**src/rtl/blake2b_sigma_sched_if.sv**
```systemverilog
// Sequencer <-> register-stage handshake and index bus.
//   start_i       : start a compression (sampled only while idle)
//   stall_i       : downstream not ready, freezes the step walk
//   load_o        : one-cycle strobe to capture m/h
//   mindex_bus_o  : 8 message-word indices, slot i at [(i+1)*W-1 : i*W]
//   round_o/step_o: current round and step (0 = column, 1 = diagonal)
//   valid_o/last_o: step outputs valid / final step of the compression
//   busy_o/done_o : compression in progress / one-cycle completion pulse
interface blake2b_sigma_sched_if #(
    parameter int unsigned MIndex_Width = 4
);
    logic                      start_i;
    logic                      stall_i;
    logic                      load_o;
    logic [8*MIndex_Width-1:0] mindex_bus_o;
    logic [3:0]                round_o;
    logic                      step_o;
    logic                      valid_o;
    logic                      last_o;
    logic                      busy_o;
    logic                      done_o;

    // Sequencer side
    modport master (
        input  start_i, stall_i,
        output load_o, mindex_bus_o, round_o, step_o,
               valid_o, last_o, busy_o, done_o
    );

    // Register-stage / controller side
    modport slave (
        output start_i, stall_i,
        input  load_o, mindex_bus_o, round_o, step_o,
               valid_o, last_o, busy_o, done_o
    );
endinterface

```
**src/rtl/blake2b_sigma_sched.sv**
```systemverilog
// BLAKE2b round/step sequencer. A start in IDLE produces a one-cycle load
// strobe, then ROUNDS x {column, diagonal} steps, each presenting the 8
// SIGMA message-word indices for the four G functions, then a done pulse.
//   clk   : rising-edge clock
//   rst   : asynchronous reset, active-low
//   bus   : blake2b_sigma_sched_if master modport (see interface header)
module blake2b_sigma_sched #(
    parameter int unsigned ROUNDS       = 12,
    parameter int unsigned MIndex_Width = 4
) (
    input  logic                  clk,
    input  logic                  rst,
    blake2b_sigma_sched_if.master bus
);

    localparam int unsigned BUS_W   = 8 * MIndex_Width;
    localparam int unsigned ROUND_W = 4;
    localparam int unsigned ROW_W   = 4;
    localparam int unsigned LAST_RD = ROUNDS - 1;
    localparam int unsigned LAST_ROW = 9;

    typedef enum logic [1:0] {
        IDLE = 2'd0,
        LOAD = 2'd1,
        RUN  = 2'd2,
        DONE = 2'd3
    } state_e;

    state_e               state_q, state_d;
    logic [ROUND_W-1:0]   round_q, round_d;
    logic                 step_q, step_d;
    logic [ROW_W-1:0]     row_q, row_d;
    logic                 is_last;

    logic                 load_c, valid_c, last_c, busy_c, done_c, step_c;
    logic [ROUND_W-1:0]   round_c;
    logic [BUS_W-1:0]     mindex_c;
    logic [63:0]          row_bits;
    logic [31:0]          half_bits;

    // SIGMA row as 16 packed 4-bit entries, entry j at bits [4j+3:4j]
    function automatic logic [63:0] sigma_row(input logic [ROW_W-1:0] row);
        logic [63:0] r;
        case (row)
            4'd0:    r = 64'hFEDC_BA98_7654_3210;
            4'd1:    r = 64'h357B_20C1_6DF9_84AE;
            4'd2:    r = 64'h4917_63EA_DF25_0C8B;
            4'd3:    r = 64'h8F04_A562_EBCD_1397;
            4'd4:    r = 64'hD386_CB1E_FA42_7509;
            4'd5:    r = 64'h91EF_57D4_38B0_A6C2;
            4'd6:    r = 64'hB289_3670_A4DE_F15C;
            4'd7:    r = 64'hA268_4F05_931C_E7BD;
            4'd8:    r = 64'h5A41_7D2C_803B_9EF6;
            4'd9:    r = 64'h0DC3_E9BF_5167_482A;
            default: r = 64'h0;
        endcase
        return r;
    endfunction

    assign is_last = (round_q == ROUND_W'(LAST_RD)) && step_q;

    // State and step counters
    always_ff @(posedge clk or negedge rst) begin
        if (!rst) begin
            state_q <= IDLE;
            round_q <= '0;
            step_q  <= 1'b0;
            row_q   <= '0;
        end else begin
            state_q <= state_d;
            round_q <= round_d;
            step_q  <= step_d;
            row_q   <= row_d;
        end
    end

    // Next state and counter advance
    always_comb begin
        state_d = state_q;
        round_d = round_q;
        step_d  = step_q;
        row_d   = row_q;
        case (state_q)
            IDLE: if (bus.start_i) state_d = LOAD;
            LOAD: state_d = RUN;
            RUN: begin
                if (!bus.stall_i) begin
                    if (is_last) begin
                        state_d = DONE;
                    end else if (!step_q) begin
                        step_d = 1'b1;
                    end else begin
                        step_d  = 1'b0;
                        round_d = round_q + ROUND_W'(1);
                        // Row tracks round mod 10 without a divider
                        row_d   = (row_q == ROW_W'(LAST_ROW)) ? '0 : row_q + ROW_W'(1);
                    end
                end
            end
            DONE:    state_d = IDLE;
            default: state_d = IDLE;
        endcase
        // Counters start from zero on every new compression
        if (state_q != RUN) begin
            round_d = '0;
            step_d  = 1'b0;
            row_d   = '0;
        end
    end

    // Output values for the coming cycle, decoded from next state/counters
    always_comb begin
        load_c   = (state_d == LOAD);
        valid_c  = (state_d == RUN);
        busy_c   = (state_d != IDLE);
        done_c   = (state_d == DONE);
        round_c  = valid_c ? round_d : '0;
        step_c   = valid_c & step_d;
        last_c   = valid_c && (round_d == ROUND_W'(LAST_RD)) && step_d;
        row_bits = sigma_row(row_d);
        half_bits = step_d ? row_bits[63:32] : row_bits[31:0];
        mindex_c = '0;
        if (valid_c) begin
            for (int i = 0; i < 8; i++) begin
                mindex_c[i*MIndex_Width +: MIndex_Width] = MIndex_Width'(half_bits[i*4 +: 4]);
            end
        end
    end

    // Registered outputs
    always_ff @(posedge clk or negedge rst) begin
        if (!rst) begin
            bus.load_o       <= 1'b0;
            bus.valid_o      <= 1'b0;
            bus.last_o       <= 1'b0;
            bus.busy_o       <= 1'b0;
            bus.done_o       <= 1'b0;
            bus.step_o       <= 1'b0;
            bus.round_o      <= '0;
            bus.mindex_bus_o <= '0;
        end else begin
            bus.load_o       <= load_c;
            bus.valid_o      <= valid_c;
            bus.last_o       <= last_c;
            bus.busy_o       <= busy_c;
            bus.done_o       <= done_c;
            bus.step_o       <= step_c;
            bus.round_o      <= round_c;
            bus.mindex_bus_o <= mindex_c;
        end
    end

endmodule

```
**src/flat_wrapper.sv**
```systemverilog
// flat-port wrapper written by rule: the top's interface ports become plain ports
module blake2b_sigma_sched_flat 
#(
    parameter int unsigned ROUNDS       = 12,
    parameter int unsigned MIndex_Width = 4
)
  (clk, rst, bus_start_i, bus_stall_i, bus_load_o, bus_mindex_bus_o, bus_round_o, bus_step_o, bus_valid_o, bus_last_o, bus_busy_o, bus_done_o);
  blake2b_sigma_sched_if #(.MIndex_Width(MIndex_Width)) bus_i ();
  input  logic clk;
  input  logic rst;
  input wire logic [$bits(bus_i.start_i)-1:0] bus_start_i;
  input wire logic [$bits(bus_i.stall_i)-1:0] bus_stall_i;
  output wire logic [$bits(bus_i.load_o)-1:0] bus_load_o;
  output wire logic [$bits(bus_i.mindex_bus_o)-1:0] bus_mindex_bus_o;
  output wire logic [$bits(bus_i.round_o)-1:0] bus_round_o;
  output wire logic [$bits(bus_i.step_o)-1:0] bus_step_o;
  output wire logic [$bits(bus_i.valid_o)-1:0] bus_valid_o;
  output wire logic [$bits(bus_i.last_o)-1:0] bus_last_o;
  output wire logic [$bits(bus_i.busy_o)-1:0] bus_busy_o;
  output wire logic [$bits(bus_i.done_o)-1:0] bus_done_o;
  assign bus_i.start_i = bus_start_i;
  assign bus_i.stall_i = bus_stall_i;
  assign bus_load_o = bus_i.load_o;
  assign bus_mindex_bus_o = bus_i.mindex_bus_o;
  assign bus_round_o = bus_i.round_o;
  assign bus_step_o = bus_i.step_o;
  assign bus_valid_o = bus_i.valid_o;
  assign bus_last_o = bus_i.last_o;
  assign bus_busy_o = bus_i.busy_o;
  assign bus_done_o = bus_i.done_o;
  blake2b_sigma_sched #(.ROUNDS(ROUNDS), .MIndex_Width(MIndex_Width)) u_core (.clk(clk), .rst(rst), .bus(bus_i));
endmodule
```
**config.mk**
```make
export PLATFORM = sky130hd
export DESIGN_NAME = blake2b_sigma_sched_flat
export DESIGN_NICKNAME = d
export VERILOG_FILES = /design/src/rtl/blake2b_sigma_sched_if.sv /design/src/rtl/blake2b_sigma_sched.sv /design/src/flat_wrapper.sv
export SDC_FILE = /design/constraint.sdc
export NUM_CORES = 1
export LEC_CHECK = 0
export BUFFER_PORTS_ARGS = -buffer_cell sky130_fd_sc_hd__clkbuf_2
export CAP_MARGIN = 10
export CELL_PAD_IN_SITES_DETAIL_PLACEMENT = 0
export CELL_PAD_IN_SITES_GLOBAL_PLACEMENT = 2
export CORE_MARGIN = 4
export CORE_UTILIZATION = 31
export DETAILED_ROUTE_END_ITERATION = 10
export PLACE_DENSITY_LB_ADDON = 0.1
export SLEW_MARGIN = 25
export SYNTH_ARGS = -nofsm -noshare
export SYNTH_HDL_FRONTEND = slang
export SYNTH_SLANG_ARGS = --single-unit
```
**constraint.sdc**
```tcl
create_clock -name clk -period 2.9 [get_ports clk]
set_input_delay 0.145 -clock clk [delete_from_list [all_inputs] [get_ports clk]]
set_output_delay 0.145 -clock clk [all_outputs]
set_load 0.005 [all_outputs]
```
; ---- After elaboration in Yosys (flattened, before gate mapping)
; Memories as Yosys holds them, arrays and structs flattened.
; Index checks and enable logic that the tools add are counted.
; W data, S select, Z words.
[word_totals]
in_bits = 4
reg_bits = 53
memories = 1
romBits = 1024
[op_classes]
n_eq_ne = 10
bitwise = 1
n_mux = 23
n_reduce_logical = 5
addsub = 2
[memory_table]
columns = memory, depth, width, rd, rd_ports_with_merged_regs, write_ports, line_no
row1 = (name not given), 16, 64, 1, 0, 0, blake2b_sigma_sched.sv:44  ; case (row)
[op_table]
columns = operator, n
row1 = $mux W32, 2
row2 = $mux W4, 12
row3 = $eq A4 B4 Y1 const B, 3
row4 = $add A4 B1 Y4 const B, 2
row5 = $eq A2 B2 Y1 const B, 4
row6 = $pmux W2 S4, 1
row7 = $mux W2, 3
row8 = $mux W1, 5
row9 = $eq A2 B1 Y1 const B, 2
row10 = $logic_and A1 B1 Y1, 3
row11 = $logic_not A2 Y1, 1
row12 = $ne A2 B2 Y1 const B, 1
row13 = $reduce_bool A2 Y1, 1
row14 = $and A1 B1 Y1, 1

; ---- Depth between registers and ports, before layout
; Gate-level depths: netlist (run 1).
; An unclocked memory read counts as a cell.
[logic_depth]
depth_word = 10
depth_mapped = 12
mapped_depth_nobuf = 12

; ---- Worst setup path after synthesis (run 1)
; Ideal clock, no wire load.
[synth_timing]
path_type = reg-to-reg
startpoint = reg u_core.round_q[0]
endpoint = reg u_core.bus.mindex_bus_o[12]
arrival_time_ps = 2736
period_less_slack_ps = 2869
required_ps = 2767
setup_time_ps = 133
slack_ps = 31
stages_incl_launch_ff = 11
path_cell_list = dfrtp_1 -> ha_1 -> and3b_1 -> buf_6 -> or4_4 -> a21boi_4 -> ha_1 -> clkbuf_1 -> clkbuf_1 -> o41ai_1 -> a21oi_1
[synth_via]
elab_chain_len = 9
[synth_lines]
columns = item, line_no
row1 = "start, declared", blake2b_sigma_sched.sv:30  ; logic [ROUND_W-1:0] round_q, round_d;
row2 = "start signal, assigned", blake2b_sigma_sched.sv:71  ; round_q <= round_d;
row3 = $eq A4 B4 Y1 (*), blake2b_sigma_sched.sv:60  ; assign is_last = (round_q == ROUND_W'(LAST_RD)) && step_q;
row4 = $logic_and A1 B1 Y1 (*), blake2b_sigma_sched.sv:60
row5 = $mux W4, blake2b_sigma_sched.sv:88  ; if (is_last) begin
row6 = $mux W4, blake2b_sigma_sched.sv:87  ; if (!bus.stall_i) begin
row7 = $mux W4, blake2b_sigma_sched.sv:83  ; case (state_q)
row8 = $mux W4, blake2b_sigma_sched.sv:104  ; if (state_q != RUN) begin
row9 = $mem_v2 Z16 W64, --
row10 = $mux W32, blake2b_sigma_sched.sv:121  ; half_bits = step_d ? row_bits[63:32] : row_bits[31:0];
row11 = $mux W32 (*), blake2b_sigma_sched.sv:123  ; if (valid_c) begin
row12 = via u_core.mindex_c[12], blake2b_sigma_sched.sv:37  ; logic [BUS_W-1:0] mindex_c;
row13 = "end signal, assigned", blake2b_sigma_sched.sv:149  ; bus.mindex_bus_o <= mindex_c;
row14 = "end, declared", blake2b_sigma_sched_if.sv:26  ; output load_o, mindex_bus_o, round_o, step_o,
; Mark *: on every way through the listed nets, which the timed path passes. The rest lies on a longest branch.

; ---- Worst setup path after layout (run 1)
[layout_timing]
startpoint = reg u_core.row_q[1]
endpoint = reg u_core.bus.mindex_bus_o[28]
[layout_via]
elab_chain_len = 10
[layout_lines]
columns = item, line_no
row1 = "start, declared", blake2b_sigma_sched.sv:32  ; logic [ROW_W-1:0] row_q, row_d;
row2 = "start signal, assigned", blake2b_sigma_sched.sv:73  ; row_q <= row_d;
row3 = $add A4 B1 Y4 or $eq A4 B4 Y1 (tied branches), blake2b_sigma_sched.sv:96  ; row_d = (row_q == ROW_W'(LAST_ROW)) ? '0 : row_q + ROW_W'(1);
row4 = $mux W4, blake2b_sigma_sched.sv:96
row5 = $mux W4, blake2b_sigma_sched.sv:90  ; end else if (!step_q) begin
row6 = $mux W4, blake2b_sigma_sched.sv:88
row7 = $mux W4, blake2b_sigma_sched.sv:87
row8 = $mux W4 (*), blake2b_sigma_sched.sv:83
row9 = $mux W4 (*), blake2b_sigma_sched.sv:104
row10 = $mem_v2 Z16 W64 (*), --
row11 = $mux W32 (*), blake2b_sigma_sched.sv:121
row12 = $mux W32 (*), blake2b_sigma_sched.sv:123
row13 = via u_core.mindex_c[28], blake2b_sigma_sched.sv:37
; Marked as above.

==> run metrics, run 1 <==
total global-route track usage 17.7%; chip height 110 microns; Yosys cell types 68; post-synth top area cell dfrtp_1; H-tree Lvls 2; total power draw 3.33 mW; # rows 36; top cells by area, synth dfrtp_1, a21oi_1, ha_1; critical path data arrival time 3010 ps; Post-DRT Antenna Nets 0; initial antenna violation count 0; Syn Nets 381; 1st-pass router iterations 4; Synth Area in Adders 4.67%; Hold Path Depth 3; crit path cell chain inv_1 > ha_1 > and3b_1 > or4_4 > a21boi_4 > clkinv_4 > ha_2 > or3_1 > a311oi_2; largest net degree at the start of global routing 39; CTS tree done; final hold violation count 0; Slowest-stage cell, CP or4_4; maximum VDD drop 0.000292 V; Nets 452; post-synthesis mux area share 1.63%; critical path class flip-flop to flip-flop; antenna fix cells 0; Lkg Pwr 1.84 nW; Core Region 0.00995 sq mm; Iter 0 DRT Violations 274; Synth Area in XOR/XNOR 0.817%; hold path start bus_start_i; Warnings, synthesis 0; Synth Area in Compound Gates 26.2%; detailed-route DRC error count 0; Clock transition at path regs 110 ps; DP HPWL 7500 microns; CP peak stage delay 530 ps; largest family of logic cells by synthesized area compound AO/OA/AOI/OAI gates; GRT met3 Usage 2.64%; Worst path depth 9; Max Clk Rate 359 MHz; top-area cell type share of the netlist area 41.2%; R2R cell count 9; Slew @ Worst Pin 849 ps; Gate Count Post-Synth 365; kind of cell adding the most delay to the critical path simple AND/OR/NAND/NOR gates; Critical path buffers and inverters 2; IO Count 46; Post-synth ARST share 100%; WHS Endpoint u_core.state_q[0]; post-synthesis sequential area ratio 41.2%; Worst Setup End Kind flip-flop; Post-synth EDFFs 0; total CTS buffers 5; Final WS setup 113 ps; Slew Limit Headroom 43.4%; Simple-Gate Fraction of Synth Area 19.4%; Seq cells post-synth 53; startpoint types flip-flop; Top FF cell, synth dfrtp_1; crit-path max FO 7; required time of the critical path 3120 ps; pwr dens 841 mW/mm^2; count leader, synth dfrtp_1; Horiz. Die Dim 110 microns; Die ar. 0.0121 sq mm; Initial Utilization 32.3%; number of max-cap violations 0; global route overflow 0; part of the cycle the worst path needs 96.1%; Fin Clk Skew 10.7 ps; first-pass GRT wire length 16,400 microns; Worst-Skew Late Latency 320 ps; GP Congestion 0.880; reg2reg end u_core.bus.mindex_bus_o[28]; post-layout min period 2790 ps; Area Growth Syn to Fin 23.3%; Top Usage Layer GRT met1; root buf cell clkbuf_8; layout cells sized above 1 29.1%; vias in the first global route 2,867; status finished, final reports clean; vias post-DR 3,065; Setup WS pre-CTS -25.4 ps; Routed WL per cell 18.2 microns; r2r setup slk 110 ps; Longest Clk Path Bufs 2; Synth top cells by count dfrtp_1, nand2_1, nor2_1; met1 global-route usage 27.0%; reg-to-reg critical path startpoint u_core.row_q[1]; met2 usage 25.9%; Avg Vias per Cell 5.38; post-synthesis cell area 0.00322 sq mm; final setup fails 0; Slew Viols, Final 0; HP Class input port to flip-flop; final hold slack 217 ps; IO Port Bufs 45; CTS sink cnt 53; WL final 10,400 microns; Avg Inst Size Synth 8.81 sq um
==> repair_timing <==
action	4_1_cts	5_1_grt
resized for setup	3	7
hold buffers	1	0
setup endpoints to repair	2	16
hold endpoints to repair	27	0
setup buffers	2	6
pin swaps	1	2
==> metrics by stage <==
stage / area [sq um] / util (%) / std cells / TNS, ps
6_report: 3970 / 39.8 / 570 / 0
5_1_grt: 3970 / 39.8 / 570 / -2.53
4_1_cts: 3890 / 39.1 / 564 / 0
3_5_place_dp: 3760 / 37.8 / 553 / -25.4
3_3_place_gp: 3760 / 37.8 / 553 / 0
2_1_floorplan: 3220 / - / 365 / 0
==> cell type report <==
class	count	area (sq um)
Inverter	13	56.3
Tap cell	133	166
Timing Repair Buffer	93	586
Clock buffer	5	68.8
Sequential cell	53	1330
Multi-Input combinational cell	270	1740
Fill cell	1016	5990
Clock inverter	3	25.0
==> worst register-to-register path, stage by stage, from the launching register on <==
cell	delay, ps
dfrtp_1	410
inv_1	70
ha_1	190
and3b_1	210
or4_4	530
a21boi_4	220
clkinv_4	110
ha_2	240
or3_1	420
a311oi_2	300
==> flip-flops by register name, indices dropped and copies added (netlist names) <==
| register | cells |
|---|---|
| u_core.bus.mindex_bus_o | 32 |
| u_core.round_q | 4 |
| u_core.bus.last_o | 1 |
| u_core.bus.load_o | 1 |
| u_core.bus.round_o | 4 |
| u_core.bus.step_o | 1 |
| u_core.state_q | 2 |
| u_core.bus.busy_o | 1 |
| u_core.row_q | 4 |
| u_core.bus.valid_o | 1 |
| u_core.step_q | 1 |
| u_core.bus.done_o | 1 |
==> cells by family after synthesis <==
logic type,Yosys count
compound gates,125
xor+xnor,3
fa+ha+maj,12
buf+inv,42
flops,53
mux,5
simple gates,125
==> worst max path at each step <==
stage               slack [ps]              start                          end
floorplan                   30  u_core.round_q[0]  u_core.bus.mindex_bus_o[12]
global placement            80  u_core.round_q[0]  u_core.bus.mindex_bus_o[12]
detailed placement         -30  u_core.round_q[0]  u_core.bus.mindex_bus_o[28]
CTS                         50  u_core.round_q[0]  u_core.bus.mindex_bus_o[10]
global route                -3  u_core.round_q[0]   u_core.bus.mindex_bus_o[5]
finish                     110    u_core.row_q[1]  u_core.bus.mindex_bus_o[28]
==> per-layer routing <==
metal | wire length, microns | vias to the layer above
met5 | 0 | -
met4 | 99 | 0
met3 | 589 | 10
met2 | 4530 | 94
met1 | 5170 | 1501
li1 | - | 1460
==> where the power goes <==
group	total, mW	switching (mW)	internal, mW	leakage, nW
clock	0.451	0.276	0.175	0.0447
sequential	1.05	0.0747	0.971	0.706
combinational	1.84	1.09	0.747	1.09
total	3.33	1.44	1.89	1.84
==> cell usage in the layout (no fill, tap or decap), drive strengths merged, types with 2 or more instances in the layout <==
cell type,instances
a211oi,8
a21boi,3
a21oi,31
a221oi,7
a22oi,2
a311oi,3
a31oi,8
a32o,2
a32oi,2
and2,9
and3b,2
and4b,2
buf,48
clkbuf,49
clkinv,2
dfrtp,53
ha,12
inv,13
mux2,2
mux2i,3
nand2,40
nand2b,5
nand3,4
nand3b,4
nand4,2
nor2,34
nor2b,2
nor3,4
nor3b,4
nor4,3
o211ai,5
o21a,2
o21ai,34
o311ai,2
or2,3
or3,5
or4,2
xnor2,3
Note: power is estimated with default switching activity, not from simulation.
==> inputs of run 2 (changes only) <==
--- a/config.mk
+++ b/config.mk
@@ -5,12 +5,13 @@
 export SDC_FILE = /design/constraint.sdc
 export NUM_CORES = 1
 export LEC_CHECK = 0
+export ABC_AREA = 1
 export BUFFER_PORTS_ARGS = -buffer_cell sky130_fd_sc_hd__clkbuf_2
-export CAP_MARGIN = 10
+export CAP_MARGIN = 20
 export CELL_PAD_IN_SITES_DETAIL_PLACEMENT = 0
 export CELL_PAD_IN_SITES_GLOBAL_PLACEMENT = 2
 export CORE_MARGIN = 4
-export CORE_UTILIZATION = 31
+export CORE_UTILIZATION = 30
 export DETAILED_ROUTE_END_ITERATION = 10
 export PLACE_DENSITY_LB_ADDON = 0.1
 export SLEW_MARGIN = 25
==> run metrics, run 2 <==
CTS sink cnt 53; vias post-DR 2,776; critical path data arrival time 2870 ps; largest net degree at the start of global routing 39; Nets 466; R2R cell count 13; RSZ-0062 raised after global routing no; Avg Vias per Cell 4.75; detailed-route DRC error count 0; Worst-Skew Late Latency 310 ps; Max Clk Rate 383 MHz; Largest Register u_core.bus.mindex_bus_o; final hold violation count 37; Slew @ Worst Pin 880 ps; Iter 0 DRT Violations 126; post-synthesis mux area share 0%; most common cell after layout, fill and taps aside nand2_1; # rows 36; Simple-Gate Fraction of Synth Area 36.3%; Worst Setup End Kind flip-flop; Die ar. 0.0119 sq mm; crit path cell chain inv_1 > ha_1 > inv_1 > nor2_1 > nand2_1 > nand2_2 > nor2_4 > inv_2 > nor2_4 > inv_2 > o21ai_1 > nand2_1 > inv_1; reg-to-reg critical path startpoint u_core.state_q[0]; Routed WL per cell 15.9 microns; IO Count 46; post-layout instance area 0.00355 sq mm; DP HPWL 6880 microns; Initial Utilization 31.0%; final hold slack -53.8 ps; Post-DRT Antenna Nets 0; Horiz. Die Dim 109 microns; Yosys cell types 33; root buf cell clkbuf_8; reg2reg end u_core.bus.mindex_bus_o[23]; Core Region 0.00986 sq mm; Slowest-stage cell, CP dfrtp_1; startpoint types flip-flop; r2r setup slk 290 ps; Synth top cells by count nand2_1, dfrtp_1, nand3_1; Final WS setup 286 ps; final core utilization 36.0%; total CTS buffers 5; Synth Area in Compound Gates 7.41%; post-cts resize count 0; post-layout min period 2610 ps; CP peak stage delay 370 ps; HP Class input port to asynchronous set/reset pin; Synth Area in XOR/XNOR 0.287%; post-synth top area cell dfrtp_1; post-CTS setup buffer count 0; 1st-pass router iterations 6; Syn Nets 417; Critical path buffers and inverters 5; Setup WS pre-CTS 288 ps; setup tns final 0 ps; Fin Clk Skew 12.4 ps; final setup fails 0; kind of cell adding the most delay to the critical path simple AND/OR/NAND/NOR gates; Post-synth ARST share 100%; violated checks hold timing; pwr dens 1080 mW/mm^2; global route overflow 0; IO Port Bufs 45; total global-route track usage 16.4%; status finished with violations; number of max-cap violations 0; Area Growth Syn to Fin 16.1%; Avg Inst Size Synth 7.62 sq um; Placed Area 0.00343 sq mm; WL final 9260 microns; Slew Limit Headroom 41.3%; chip height 109 microns; part of the cycle the worst path needs 90.1%; count leader, synth nand2_1; crit-path max FO 13; Top FF cell, synth dfrtp_1; Clock transition at path regs 100 ps; Slew Viols, Final 0; Lkg Pwr 2.01 nW; top-area cell type share of the netlist area 43.4%; required time of the critical path 3150 ps; first-pass GRT wire length 14,900 microns; top cells by area, synth dfrtp_1, nand2_1, nand3_1; Synth Area in Adders 4.91%; critical path class flip-flop to flip-flop; vias in the first global route 2,748; CTS tree done; number of flip-flops in the largest register 32; total power draw 3.82 mW; maximum VDD drop 0.000303 V; post-synthesis sequential area ratio 43.4%; Warnings, synthesis 0; initial antenna violation count 0; Post-CTS Hold Buffers 0; largest family of logic cells by synthesized area simple AND/OR/NAND/NOR gates; antenna fix cells 0; Post-synth EDFFs 0; Seq cells post-synth 53; Gate Count Post-Synth 401; Longest Clk Path Bufs 2; H-tree Lvls 2; post-synthesis cell area 0.00306 sq mm; GP Congestion 0.834; Top cell by count, worst path inv_1; layout cells sized above 1 21.3%; most frequent cells in the layout nand2_1, dfrtp_1, clkbuf_2, nand3_1, nor2_1
[run 2: changes by cell type in the layout (fill, tap and decap cells not counted), sizes merged, moves of 7 or more]
cell    change
a211oi      -8
nor2       +10
and2        -8
o21ai      -17
a21oi      -10
nand3      +41
nand2     +100
inv        +29
a221oi      -7
buf        -39
a31oi       -8
[run 2: worst max-delay path by stage]
stage                      start  cells after the start                     endpoint  slack [ps]
2_1_floorplan  u_core.round_q[0]                     13  u_core.bus.mindex_bus_o[31]         910
3_3_place_gp   u_core.state_q[0]                     12   u_core.bus.mindex_bus_o[0]         220
3_5_place_dp   u_core.state_q[0]                     12   u_core.bus.mindex_bus_o[0]         290
4_1_cts        u_core.state_q[0]                     12   u_core.bus.mindex_bus_o[0]         260
5_1_grt        u_core.state_q[0]                     12   u_core.bus.mindex_bus_o[0]          40
6_report       u_core.state_q[0]                     13  u_core.bus.mindex_bus_o[23]         290
[run 2: logic make-up (layout without fill, tap and decap cells)]
kind of cell / count (synthesis) / count (layout)
AOI/OAI and AO/OA: 41 / 41
xor gates and xnor gates: 1 / 1
adders and majority gates: 12 / 12
buffers and inverters: 53 / 103
DFF: 53 / 53
and+or+nand+nor: 241 / 241
[run 2: stage by stage]
step / hold WS [ps] / std cells
2_1_floorplan: -151 / 401
3_3_place_gp: 338 / 576
3_5_place_dp: 354 / 576
4_1_cts: 12.8 / 584
5_1_grt: 8.57 / 584
6_report: -53.8 / 584
[run 2: final cells by class]
class	count	area, sq um
Clock inverter	1	30.0
Inverter	42	158
Sequential cell	53	1330
Clock buffer	7	86.3
Fill cell	1091	6320
Multi-Input combinational cell	295	1500
Tap cell	133	166
Timing Repair Buffer	53	285
[run 2: routing by layer]
metal | vias to the layer above | track usage (%) | wire length (microns)
met5 | - | 0 | 0
met4 | 0 | 5.05 | 202
met3 | 15 | 2.61 | 483
met2 | 72 | 23.9 | 3890
met1 | 1326 | 24.7 | 4690
li1 | 1363 | - | -
[run 2: report_power, final]
part	internal [mW]	switching, mW
Combinational	0.700	1.53
Sequential	0.969	0.0830
Clock	0.282	0.252
[run 2: worst reg2reg max path: stages, from the launching register on]
cell and delay, ps:
dfrtp_1 370, inv_1 80, ha_1 350, inv_1 220, nor2_1 60, nand2_1 80, nand2_2 80, nor2_4 350
inv_2 230, nor2_4 290, inv_2 180, o21ai_1 140, nand2_1 80, inv_1 60
==> inputs of run 3 (changes only) <==
--- a/config.mk
+++ b/config.mk
@@ -10,6 +10,7 @@
 export CAP_MARGIN = 20
 export CELL_PAD_IN_SITES_DETAIL_PLACEMENT = 0
 export CELL_PAD_IN_SITES_GLOBAL_PLACEMENT = 2
+export CORE_ASPECT_RATIO = 0.75
 export CORE_MARGIN = 4
 export CORE_UTILIZATION = 30
 export DETAILED_ROUTE_END_ITERATION = 10
==> run metrics, run 3 (synthesis results as in run 2) <==
Iter 0 DRT Violations 251; global route overflow 0; final hold slack 170 ps; Slew Limit Headroom 47.1%; # placed instances 575; top sig layer met4; chip height 95.4 microns; Post-DRT Antenna Nets 0; share of power burned in registers 26.6%; Top cell by count, worst path inv_1; first-pass GRT wire length 15,500 microns; Final WS setup 437 ps; part of the cycle the worst path needs 84.9%; Storage cell area 0.00133 sq mm; Gate power share 56.1%; 1st-pass router iterations 5; Setup WS pre-CTS 454 ps; crit path capture u_core.bus.mindex_bus_o[23]; Worst Setup End Kind flip-flop; detailed-route DRC error count 0; Multi-input gate area 0.00150 sq mm; Sw Ratio 47.9%; final hold violation count 0; r2r setup slk 440 ps; antenna fix cells 0; Area Growth Syn to Fin 18.1%; R2R cell count 13; part of the power in the clock network 17.3%; maximum VDD drop 0.000356 V; total power draw 3.99 mW; Horiz. Die Dim 125 microns; largest net degree at the start of global routing 33; internal power 2.08 mW; critical path class flip-flop to flip-flop; CP peak stage delay 350 ps; DP HPWL 7230 microns; Lkg Pwr 2.04 nW; # rows 31; Initial Utilization 31.1%; Slew @ Worst Pin 793 ps; Fin Clk Skew 3.70 ps; # fillers 1,070; reg-to-reg critical path startpoint u_core.state_q[0]; required time of the critical path 3140 ps; switching power total 1.91 mW; total CTS buffers 5; number of flip-flops in the largest register 32; reg2reg end u_core.bus.mindex_bus_o[23]; Longest Clk Path Bufs 2; startpoint types flip-flop; Worst-Skew Late Latency 300 ps; vias in the first global route 2,728; CTS sink cnt 53; initial antenna violation count 0; crit path launch u_core.state_q[0]; Routed WL per cell 16.1 microns; Hold Path Depth 3; IO Count 46; vias post-DR 2,714; Placed Area 0.00343 sq mm; CTS tree done; root buf cell clkbuf_16; RSZ-0062 raised after global routing no; Die ar. 0.0119 sq mm; IO Port Bufs 45; Slew Viols, Final 0; pwr dens 1100 mW/mm^2; wire length on met3 530 microns; M1 WL 5140 microns; Nets 467; final setup fails 0; post-layout min period 2460 ps; GP Congestion 0.865; post-layout instance area 0.00361 sq mm; Max Clk Rate 406 MHz; layout cells sized above 1 21.5%; Clock transition at path regs 70 ps; number of max-cap violations 0; Routed met2 length 3600 microns; H-tree Lvls 2; Largest Register u_core.bus.mindex_bus_o; post-CTS setup buffer count 0; total global-route track usage 16.9%; status finished, final reports clean; final core utilization 36.8%; most frequent cells in the layout nand2_1, dfrtp_1, clkbuf_2, nand3_1, nor2_1; crit path cell chain inv_1 > ha_1 > inv_1 > nor2_1 > nand2_1 > nand2_2 > nor2_4 > inv_2 > nor2_4 > inv_2 > o21ai_1 > nand2_1 > inv_1; crit-path max FO 13; Worst path depth 13; WL final 9420 microns; Core Region 0.00981 sq mm; critical path data arrival time 2700 ps; Slowest-stage cell, CP dfrtp_1; Critical path buffers and inverters 5; HP Class input port to flip-flop; setup tns final 0 ps; kind of cell adding the most delay to the critical path simple AND/OR/NAND/NOR gates; Non-Filler Instances 584; Avg Vias per Cell 4.65; most common cell after layout, fill and taps aside nand2_1
-- run 3: routing by layer --
metal	global-route usage (%)	vias up
met5	0	-
li1	-	1371
met3	3.30	12
met2	23.4	83
met4	5.47	0
met1	26.0	1248
-- run 3: repair_timing --
item | 4_1_cts | 5_1_grt
hold buffers | 1 | 0
setup endpoints to repair | 0 | 0
gates resized for setup | 0 | 0
endpoints found under the hold margin | 31 | 0
-- run 3: worst min-delay path by stage --
stage | start | to | slack, ps
4_1_cts | bus_start_i | u_core.state_q[0] | 160
6_report | bus_start_i | u_core.state_q[0] | 170
3_3_place_gp | rst | u_core.bus.round_o[0] | 240
5_1_grt | bus_start_i | u_core.state_q[0] | 190
3_5_place_dp | rst | u_core.bus.round_o[0] | 270
2_1_floorplan | rst | u_core.bus.busy_o | -150
-- run 3: area by class of cell --
type,instances,area share (%)
inverters,42,4.37
multi-input cells,295,41.5
clock buffers,5,3.47
flip-flops and latches,53,36.7
repair buffers,54,8.18
clock inverters,3,1.21
well taps,132,4.58
-- run 3: power groups by stage --
| stage | clock network [mW] | logic, mW | registers, mW |
|---|---|---|---|
| 2_1_floorplan | 0 | 1.48 | 1.08 |
| 4_1_cts | 0.715 | 2.24 | 1.06 |
| 5_1_grt | 0.746 | 2.54 | 1.08 |
| 6_report | 0.690 | 2.24 | 1.06 |
| 3_3_place_gp | 0 | 2.31 | 1.07 |
| 3_5_place_dp | 0 | 2.23 | 1.07 |
-- run 3: worst min-delay path, delay by kind of cell --
kind	cells	cell delay (ps)
AO/OA/AOI/OAI	1	80
AND/OR/NAND/NOR	1	110
buffers and inverters	1	90
